<file path="src/rtl/lc3_microsequencer_if.sv">
// Bundles the microinstruction fields, datapath status bits and the
// registered control-store state of the LC-3 microsequencer.
interface lc3_microsequencer_if;
   logic [5:0] J;
   logic [2:0] cond;
   logic       IRD;
   logic [4:0] IR;
   logic       INT;
   logic       R;
   logic       BEN;
   logic       PSR;
   logic [5:0] controlst;

   modport master (
      output J, cond, IRD, IR, INT, R, BEN, PSR,
      input  controlst
   );

   modport slave (
      input  J, cond, IRD, IR, INT, R, BEN, PSR,
      output controlst
   );
endinterface

</file>
<file path="src/rtl/lc3_microsequencer.sv">
// LC-3 next-microinstruction address generator: opcode dispatch or J field
// with one condition-selected bit ORed in, held in a 6-bit state register.
module lc3_microsequencer (
   input  logic                 clk,
   input  logic                 rst_n,
   lc3_microsequencer_if.slave  seq
);

   localparam logic [5:0] FETCH_STATE = 6'd18;

   logic [5:0] nxt_s;
   logic [5:0] controlst_r;

   // Next-state select; only the input chosen by cond is ever read so an
   // unknown value on any other condition input cannot reach nxt_s.
   always_comb begin
      nxt_s = seq.J;
      if (seq.IRD) begin
         nxt_s = {2'b00, seq.IR[4:1]};
      end else begin
         case (seq.cond)
            3'b000:  nxt_s = seq.J;
            3'b001:  nxt_s[1] = seq.J[1] | seq.R;
            3'b010:  nxt_s[0] = seq.J[0] | seq.IR[0];
            3'b011:  nxt_s[4] = seq.J[4] | seq.INT;
            3'b100:  nxt_s[2] = seq.J[2] | seq.BEN;
            3'b101:  nxt_s[3] = seq.J[3] | seq.PSR;
            default: nxt_s = seq.J;
         endcase
      end
   end

   // State register with synchronous active-low reset to the fetch state.
   always_ff @(posedge clk) begin
      if (!rst_n) begin
         controlst_r <= FETCH_STATE;
      end else begin
         controlst_r <= nxt_s;
      end
   end

   assign seq.controlst = controlst_r;

endmodule

</file>
<file path="src/flat_wrapper.sv">
// flat-port wrapper written by rule: the top's interface ports become plain ports
module lc3_microsequencer_flat 
  (clk, rst_n, seq_J, seq_cond, seq_IRD, seq_IR, seq_INT, seq_R, seq_BEN, seq_PSR, seq_controlst);
  lc3_microsequencer_if seq_i ();
  input  logic clk;
  input  logic rst_n;
  input wire logic [$bits(seq_i.J)-1:0] seq_J;
  input wire logic [$bits(seq_i.cond)-1:0] seq_cond;
  input wire logic [$bits(seq_i.IRD)-1:0] seq_IRD;
  input wire logic [$bits(seq_i.IR)-1:0] seq_IR;
  input wire logic [$bits(seq_i.INT)-1:0] seq_INT;
  input wire logic [$bits(seq_i.R)-1:0] seq_R;
  input wire logic [$bits(seq_i.BEN)-1:0] seq_BEN;
  input wire logic [$bits(seq_i.PSR)-1:0] seq_PSR;
  output wire logic [$bits(seq_i.controlst)-1:0] seq_controlst;
  assign seq_i.J = seq_J;
  assign seq_i.cond = seq_cond;
  assign seq_i.IRD = seq_IRD;
  assign seq_i.IR = seq_IR;
  assign seq_i.INT = seq_INT;
  assign seq_i.R = seq_R;
  assign seq_i.BEN = seq_BEN;
  assign seq_i.PSR = seq_PSR;
  assign seq_controlst = seq_i.controlst;
  lc3_microsequencer u_core (.clk(clk), .rst_n(rst_n), .seq(seq_i));
endmodule
</file>
<file path="config.mk">
export PLATFORM = sky130hd
export DESIGN_NAME = lc3_microsequencer_flat
export DESIGN_NICKNAME = d
export VERILOG_FILES = /design/src/rtl/lc3_microsequencer_if.sv /design/src/rtl/lc3_microsequencer.sv /design/src/flat_wrapper.sv
export SDC_FILE = /design/constraint.sdc
export NUM_CORES = 1
export LEC_CHECK = 0
export ABC_AREA = 0
export CAP_MARGIN = 20
export CORE_AREA = 2 2 39 41
export DETAILED_ROUTE_END_ITERATION = 16
export DIE_AREA = 0 0 41 43
export SYNTH_ARGS = -nofsm -noshare
export SYNTH_HDL_FRONTEND = slang
export SYNTH_SLANG_ARGS = --single-unit
</file>
<file path="constraint.sdc">
create_clock -name clk -period 0.8 [get_ports clk]
set_input_delay 0.2 -clock clk [delete_from_list [all_inputs] [get_ports clk]]
set_output_delay 0.2 -clock clk [all_outputs]
set_load 0.01 [all_outputs]
</file>
==> results of run 1 <==
## logic make-up (layout without fill, tap and decap cells)
family                 count (synthesis)  count (layout)
buffers and inverters                  3              33
AND/OR/NAND/NOR                       12              12
flip-flops                             6               6
AO/OA/AOI/OAI                          5               5
## synthesized netlist by cell type
master	number	area (sq um)
nand2b_1	3	18.8
and4b_1	1	10.0
buf_2	1	5.00
nor4bb_1	2	20.0
a31oi_1	1	6.26
nand4bb_1	2	22.5
nand2_1	1	3.75
inv_1	2	7.51
o221ai_1	1	8.76
o311a_1	3	30.0
and3b_1	1	8.76
dfxtp_1	6	120
nor2_1	2	7.51
## through the flow
stage	worst slack, ns	setup TNS [ns]	utilization
6_report	-0.0590	-0.322	0.401
5_1_grt	-0.0889	-0.495	0.401
4_1_cts	-0.0740	-0.408	0.404
3_5_place_dp	-0.522	-4.22	0.404
3_3_place_gp	-0.519	-4.22	0.404
2_1_floorplan	0.00280	0	-
## routing by layer
metal | track usage | wire length, microns | vias up
li1 | - | - | 161
met2 | 0.150 | 355 | 14
met1 | 0.128 | 342 | 137
met3 | 0 | 61 | 0
met5 | 0 | 0 | -
met4 | 0.120 | 0 | 0
## worst paths after layout
check	from	endpoint	slack [ns]	cells after the start
worst max-delay path	u_core.seq.controlst[0]$_SDFF_PN0_	seq_controlst[0]	-0.06	1
worst min-delay path	seq_R	u_core.seq.controlst[1]$_SDFF_PN1_	0.31	3
## placed cells by master, fill, tap and decap left out, drive strengths merged, types with 2 or more instances in the layout
cell           instances
dlymetal6s2s           2
o311a                  3
dfxtp                  6
buf                   11
dlygate4sd2            3
nor2                   2
inv                    2
nand2b                 3
clkbuf                 4
nor4bb                 2
nand4bb                2
clkdlybuf4s50         10
## power groups by stage
stage | clock [mW] | combinational, mW | sequential (mW)
final | 0.272 | 0.181 | 0.324
after detailed placement | 0 | 0.209 | 0.331
after global routing | 0.294 | 0.198 | 0.325
after floorplan | 0 | 0.0424 | 0.341
after global placement | 0 | 0.208 | 0.330
after CTS | 0.288 | 0.187 | 0.324
## cell type report
type                    instances  area, sq um  share of cell area
clock buffers                   3         22.5              0.0406
repair buffers                 28          226               0.409
well taps                      16         20.0              0.0361
inverters                       2         7.51              0.0135
multi-input cells              17          158               0.284
flip-flops and latches          6          120               0.217
## what timing repair did
item / CTS / global route
setup endpoints to repair: 12 / 11
gates resized for setup: 44 / 5
pin swaps: 4 / 2
gates cloned: 0 / 0
==> flow_results.org, run 1 <==
** Outcome
- Status :: finished, violations left
- The final reports fail on setup timing.

** Setup path
- Data arrives at the worst endpoint at 0.66 ns.
- Kind of end point of the critical path :: primary output
- In this run the worst path has a maximum fanout of 1.
- Cell breakdown of the critical path :: buf_2
- Together, buffers and inverters on the worst path number 1.
- STA puts the critical path data required time at 0.60 ns.
- CP Launch Type :: flip-flop
- The critical path in this run is classified as flip-flop to primary output.
- Family with the most delay on the worst path :: flip-flops
- CP max-delay cell :: dfxtp_1
- The largest single stage delay on the critical path is approximately 0.30 ns.

** Synthesis
- The Yosys step of the flow raised 0 warnings.
- Synthesis inferred 6 register bits.
- Synth Area in Compound Gates :: 0.167
- Post-synthesis instance area :: ~270 sq um
- Syn_area_per_cell :: 10.3 sq um
- Proportion of synthesized area in mux cells :: 0
- Dominant combinational cell family by area after synthesis :: simple AND/OR/NAND/NOR gates
- Share of the synthesized netlist area taken by xor and xnor gates :: 0
- Library cells used by synthesis :: 13
- Simple-gate share of the synthesized area :: 0.340
- Synthesis produced a netlist whose cell count is 26.
- Adder-cell area share of the yosys netlist :: 0
- Post-synthesis net count :: 47
- For this run, the register share of the synthesized area comes to 0.447.

** Floorplanning
- The region available for standard cell placement spans approximately 1400 sq um.
- Die Y :: 43 microns
- The initialized floorplan defines 14 standard-cell rows.
- Overall die width :: 41 microns
- Number of top-level pins :: 27
- The initial utilization of the core area, before any placement, comes to 0.194.
- Area of the die :: roughly 1800 sq um

** Clock tree
- After clock tree synthesis, the clock-pin slew on the worst setup and hold paths is around 0.040 ns.
- In this run, CTS created clock tree buffers numbering 3.
- Root Buffer Master :: clkbuf_4
- After clock tree synthesis, the setup repair step added 0 buffers.
- After clock tree synthesis, the flow added hold-fix buffers numbering 0.
- CTS tree :: built
- CTS built an H-tree with a depth of 1.
- Buffers from clock root to sink, at most :: 2
- Number of clock sinks :: 6

** Pwr
- Part of the power in registers :: 0.417
- Max rail drop VDD :: approximately 0.47 mV
- Internal power component :: 0.608 mW
- Power comes to between 0.7 and 0.8 mW.
- For this design the ratio of total power to cell area is between 1000 and 1500 nW/um^2.
- Summed over all nets, the switching power comes to about 0.17 mW.
- In this run the static leakage power is 0.273 nW.
- Fraction of power consumed by the clock network :: 0.350
- Part of the total power dissipated in combinational logic :: 0.233
- Net Sw Frac :: 0.218

** Run
- Max-cap violations :: 0

** Finish
- Excluding fillers, the count of instances in the completed layout stands at 72.
- Fraction of final layout cells with drive strength greater than 1 :: 0.304
- Max FFs per register :: 6
- Total of fill cells in the finished design :: 148
- Layout Area Growth over Synthesis :: 106%
- Number of antenna diodes :: 0
- Net count, final :: 79
- With fillers left out, the area of the finished cells amounts to 554 sq um.

** Route
- The detailed router placed 312 vias in this run.
- Avg Vias per Cell :: 4.33
- Number of DRC violations after detailed-routing iteration 0 :: 4
- The routed design has between 700 and 800 microns of wire.
- Number of optimization iterations in the first detailed-route pass :: 3
- The detail route stage leaves a number of antenna-violating nets equal to 0.
- Avg WL per Cell :: 10.5 microns
- In the routed design, unresolved DRC markers number 0.

** Placement
- Estimated wirelength of the detail-placed design :: 599 microns
- Port Buffer Count :: 26
- Post-placement cell area :: roughly 560 sq um
- The congestion estimate from routability-driven global placement came to around 0.66.
- Once placement completed, the tool counted placed cells totaling 69.

** Global route
- The number of antenna violations at the first check in global routing came to 0.
- The via count of the first global-routing pass was 340.
- Global-route wire length before repair :: between 1000 and 1500 microns
- Entering global routing, the biggest net connects 11 pins.
- Across every metal layer, demand over resource in global routing totals 0.106.
- The total overflow left after global routing is 0.

** Timing
- Subtracting the final worst setup slack from the clock period gives 0.859 ns.
- Final-report max-slew violation count :: 0
- After layout, the worst setup slack is -0.0590 ns.
- Setup repair after global routing could not meet its margin everywhere.
- Transition time at the pin with the least slew margin :: 0.227 ns
- Static timing analysis puts the maximum clock frequency at 1160 MHz.
- Of the available clock period, the critical path in the final layout requires 1.07.
- Final hold viol count :: 0
- Final setup viols :: 6
- Final hold analysis gives a worst-case slack of 0.309 ns.
- In this run the tightest slew margin relative to its limit is 0.846.

** Min path
- Hold Crit Class :: input port to flip-flop
(Power assumes the default switching activity.)
==> run 2, diff against run 1 <==
--- a/config.mk
+++ b/config.mk
@@ -7,9 +7,12 @@
 export LEC_CHECK = 0
 export ABC_AREA = 0
 export CAP_MARGIN = 20
-export CORE_AREA = 2 2 39 41
+export CELL_PAD_IN_SITES_DETAIL_PLACEMENT = 1
+export CELL_PAD_IN_SITES_GLOBAL_PLACEMENT = 1
+export CORE_MARGIN = 2
+export CORE_UTILIZATION = 17
 export DETAILED_ROUTE_END_ITERATION = 16
-export DIE_AREA = 0 0 41 43
+export PLACE_DENSITY_LB_ADDON = 0.1
 export SYNTH_ARGS = -nofsm -noshare
 export SYNTH_HDL_FRONTEND = slang
 export SYNTH_SLANG_ARGS = --single-unit
==> constraint.sdc (replaced) <==
create_clock -name clk -period 0.9 [get_ports clk]
set_input_delay 0.225 -clock clk [delete_from_list [all_inputs] [get_ports clk]]
set_output_delay 0.225 -clock clk [all_outputs]
set_load 0.01 [all_outputs]
==> run 2 against run 1 <==
Effect of this change: the run now ends clean; die area rose by 8.7%; routed wire length rose by 42%; hold slack improved by 0.16 ns; combinational power rose by 6%; cell count rose by 5.6%; largest power group unchanged; setup slack improved by 0.059 ns; clock power fell by 6%; largest cell class unchanged; global-route usage rose by 2.2 points; critical path depth did not move; critical path type unchanged; highest routed layer is now met4.
==> flow_results.org, run 2 (synthesis gave the netlist of run 1 again) <==
** Outcome
- The run finished with clean final reports.

** Finish
- Fraction of final layout cells with drive strength greater than 1 :: 0.300 (-0.00357)
- The layout net count was 83 (+5.1%).
- Post-route non-filler standard cell count :: 76 (+5.6%)
- The utilization after layout came to 0.408 (+0.00786).
- Max FFs per register :: 6 (unchanged)
- Commonest non-fill, non-tap cells in the layout :: 14 x clkdlybuf4s50_1, 5 x buf_2, 4 x dlygate4sd2_1, 4 x buf_4, 4 x dfxtp_1
- Number of antenna diodes :: 0 (unchanged)
- The area of all placed cells without fillers is 608 sq um (+9.7%).
- The sequential cell area in the final layout came to 123 sq um (+2.1%).
- The total of fill cells in the finished design is 171 (+16%).
- Relative to the synthesized area, the layout overhead comes to 126%.
- Area of the multi-input gates :: 151 sq um (-4.0%)
- Most common cell after layout, fill and taps aside :: clkdlybuf4s50_1

** Timing
- Final setup viols :: 0 (-6)
- Smallest hold slack :: 0.471 ns (+0.162 ns)
- Setup repair after global routing could not meet its margin everywhere.
- The transition at the pin with the smallest max-transition slack is 0.225 ns (-0.00208 ns).
- The setup slack of the critical path after layout is 0.000485 ns (+0.0595 ns).
- The number of slew-limit violations in the final report came to 0 (unchanged).
- The worst-case headroom to the max-slew limit is 0.848 (+0.00152).
- Timing-limited maximum frequency :: 1110 MHz
- The worst path in the final design needs a cycle of approximately 0.9 ns, including I/O delays and setup.
- Setup tns final :: 0 ns (+0.322 ns)
- The total count of hold-check failures in the final report is 0 (unchanged).
- In the finished design, the share of the clock period the worst path needs comes to 0.999.

** Floorplanning
- Initial core utilization :: 0.181 (-0.0137)
- The number of rows created at floorplan is 14 (unchanged).
- The die area is 1920 sq um (+8.7%).
- Number of top-level pins :: 27 (unchanged)
- Die Y :: 43.8 microns (+1.8%)
- CORE AREA :: 1490 sq um (+7.6%)
- The horizontal die dimension was 43.8 microns (+6.8%).

** Pwr
- Static power due to leakage :: 0.278 nW (+2.0%)
- Overall Power :: 0.738 mW (-5.0%)
- Reported net switching power :: 0.173 mW (+2.2%)
- The proportion of power drawn by flip-flops and latches was 0.393 (-0.024).
- The switching portion of total power is 0.234 (+0.0165).
- Internal power component :: 0.565 mW (-7.0%)
- The clock power share came to 0.347 (-0.003).
- The worst voltage drop across the vdd grid came to 0.419 mV (-11%).
- P per Cell Area :: 1210 nW/um^2 (-13%)
- Part of the total power dissipated in combinational logic :: 0.259 (+0.026)

** Setup path
- The most critical setup path has its startpoint at u_core.seq.controlst[0]$_SDFF_PN0_.
- Category of the critical setup timing path :: flip-flop to primary output
- Critical path's largest stage delay :: 0.32 ns (+0.02 ns)
- Buffers & Inverters on Critical Path :: 1 (unchanged)
- The highest net fanout along the worst path was 1 (unchanged).
- Family with the most delay on the worst path :: flip-flops
- CP max-delay cell :: dfxtp_2
- Following the worst setup path forward leads to its endpoint at seq_controlst[0].
- Kind of end point of the critical path :: primary output
- Traced cell by cell, the critical path runs through buf_6.
- Arr. time, crit path :: 0.67 ns (about the same)
- The cell count along the critical path was 1 (unchanged).
- The required arrival time at the worst endpoint came to 0.67 ns (+0.07 ns).
- The worst setup path is launched from a flip-flop.

** Clock tree
- The number of H-tree branching levels was 1 (unchanged).
- Root Buffer Master :: clkbuf_4
- The maximum buffer depth of the clock tree is 2 (unchanged).
- Cts hold-fix bufs :: 0 (unchanged)
- The total CTS buffers was 3 (unchanged).
- TritonCTS built the clock tree.
- The number of sinks driven by the clock tree is 6 (unchanged).
- Clock transition at the register clock pins on the worst setup and hold paths after CTS :: 0.05 ns (about the same)

** Placement
- The post-place setup slack is -0.458 ns (+0.0638 ns).
- Final weighted congestion in routability-driven placement :: 0.756 (+14%)
- Post-placement cell area :: 574 sq um (+2.7%)
- The detailed placement HPWL is 786 microns (+31%).
- Port Buffer Count :: 26 (unchanged)
- Placed Instances :: 71 (+2.9%)

** Global route
- Antenna violations before repair :: 0 (unchanged)
- Global-route wire length before repair :: 1690 microns (+35%)
- Remaining Overflow, GRT :: 0 (unchanged)
- Maximum number of pins on one net before global-route repair :: 7 (-4)
- Total track usage :: 0.128 (+0.0219)
- Vias in the first global route :: 364 (+7.1%)

** Route
- The total iterations of the first detailed-routing run is 2 (-1).
- Avg Vias per Cell :: 4.45 (+2.6%)
- The initial detailed-routing violation count came to 1 (-3).
- The routed length per instance is 14.2 microns (+35%).
- Drt total wl :: 1080 microns (+42%)
- ANT nets after route :: 0 (unchanged)
- The via count is 338 (+8.3%).
- The number of DRC violations after detailed routing was 0 (unchanged).

** Min path
- The tightest min-delay check is of the input port to flip-flop type.

** Run
- The max capacitance violation total is 0 (unchanged).
-- run 2: cell types whose count changed in the layout (fill, tap and decap cells not counted) --
cell and change:
dfxtp_1 -2, dlymetal6s2s_1 -2, clkdlybuf4s50_1 +4, dlygate4sd2_1 +1
buf_6 +3, clkbuf_2 -1, buf_4 +2, nor4bb_2 -1
nor4bb_1 +1, buf_2 -4, clkdlybuf4s15_1 +1, dfxtp_2 +2
-- run 2: final cells by class --
class	instances	area share
sequential	6	0.202
inverter	2	0.0123
tap	16	0.0329
clock buffer	3	0.0370
multi-input combinational	17	0.249
timing repair buffer	32	0.467
-- run 2: what timing repair did --
action                     4_1_cts  5_1_grt
gates cloned                     1        0
buffers inserted                 1        0
gates resized for setup         33        6
setup endpoints to repair       11        9
pin swaps                        2        0
-- run 2: per-layer routing --
| layer | global-route usage | up-vias | part of all wire |
|---|---|---|---|
| li1 | - | 172 | - |
| met1 | 0.146 | 150 | 0.40 |
| met2 | 0.200 | 14 | 0.51 |
| met3 | 0.0417 | 2 | 0.074 |
| met4 | 0.0909 | 0 | 0.010 |
| met5 | 0 | - | 0 |
-- run 2: power by group through the flow --
| stage | sequential, mW | combinational [mW] | clock (mW) |
|---|---|---|---|
| finish | 0.290 | 0.191 | 0.256 |
| global route | 0.291 | 0.207 | 0.285 |
| CTS | 0.288 | 0.186 | 0.269 |
| detailed placement | 0.294 | 0.196 | 0 |
| global placement | 0.293 | 0.192 | 0 |
| floorplan | 0.303 | 0.0377 | 0 |
-- run 2: how the worst min path moves through the flow --
stage	startpoint	end	slack, ns	cells after the start
2_1_floorplan	rst_n	u_core.seq.controlst[4]$_SDFF_PN1_	0.30	1
3_5_place_dp	seq_J[5]	u_core.seq.controlst[5]$_SDFF_PP0_	0.78	3
5_1_grt	seq_IRD	u_core.seq.controlst[5]$_SDFF_PP0_	0.50	3
6_report	seq_IRD	u_core.seq.controlst[5]$_SDFF_PP0_	0.47	3
4_1_cts	seq_IRD	u_core.seq.controlst[5]$_SDFF_PP0_	0.47	3
3_3_place_gp	seq_J[5]	u_core.seq.controlst[5]$_SDFF_PP0_	0.77	3
==> run 3, diff against run 2 <==
--- a/config.mk
+++ b/config.mk
@@ -6,7 +6,7 @@
 export NUM_CORES = 1
 export LEC_CHECK = 0
 export ABC_AREA = 0
-export CAP_MARGIN = 20
+export ABC_CLOCK_PERIOD_IN_PS = 900
 export CELL_PAD_IN_SITES_DETAIL_PLACEMENT = 1
 export CELL_PAD_IN_SITES_GLOBAL_PLACEMENT = 1
 export CORE_MARGIN = 2
==> results of run 3 <==
Same layout as run 2: the final DEF is identical, and so are final timing and power.
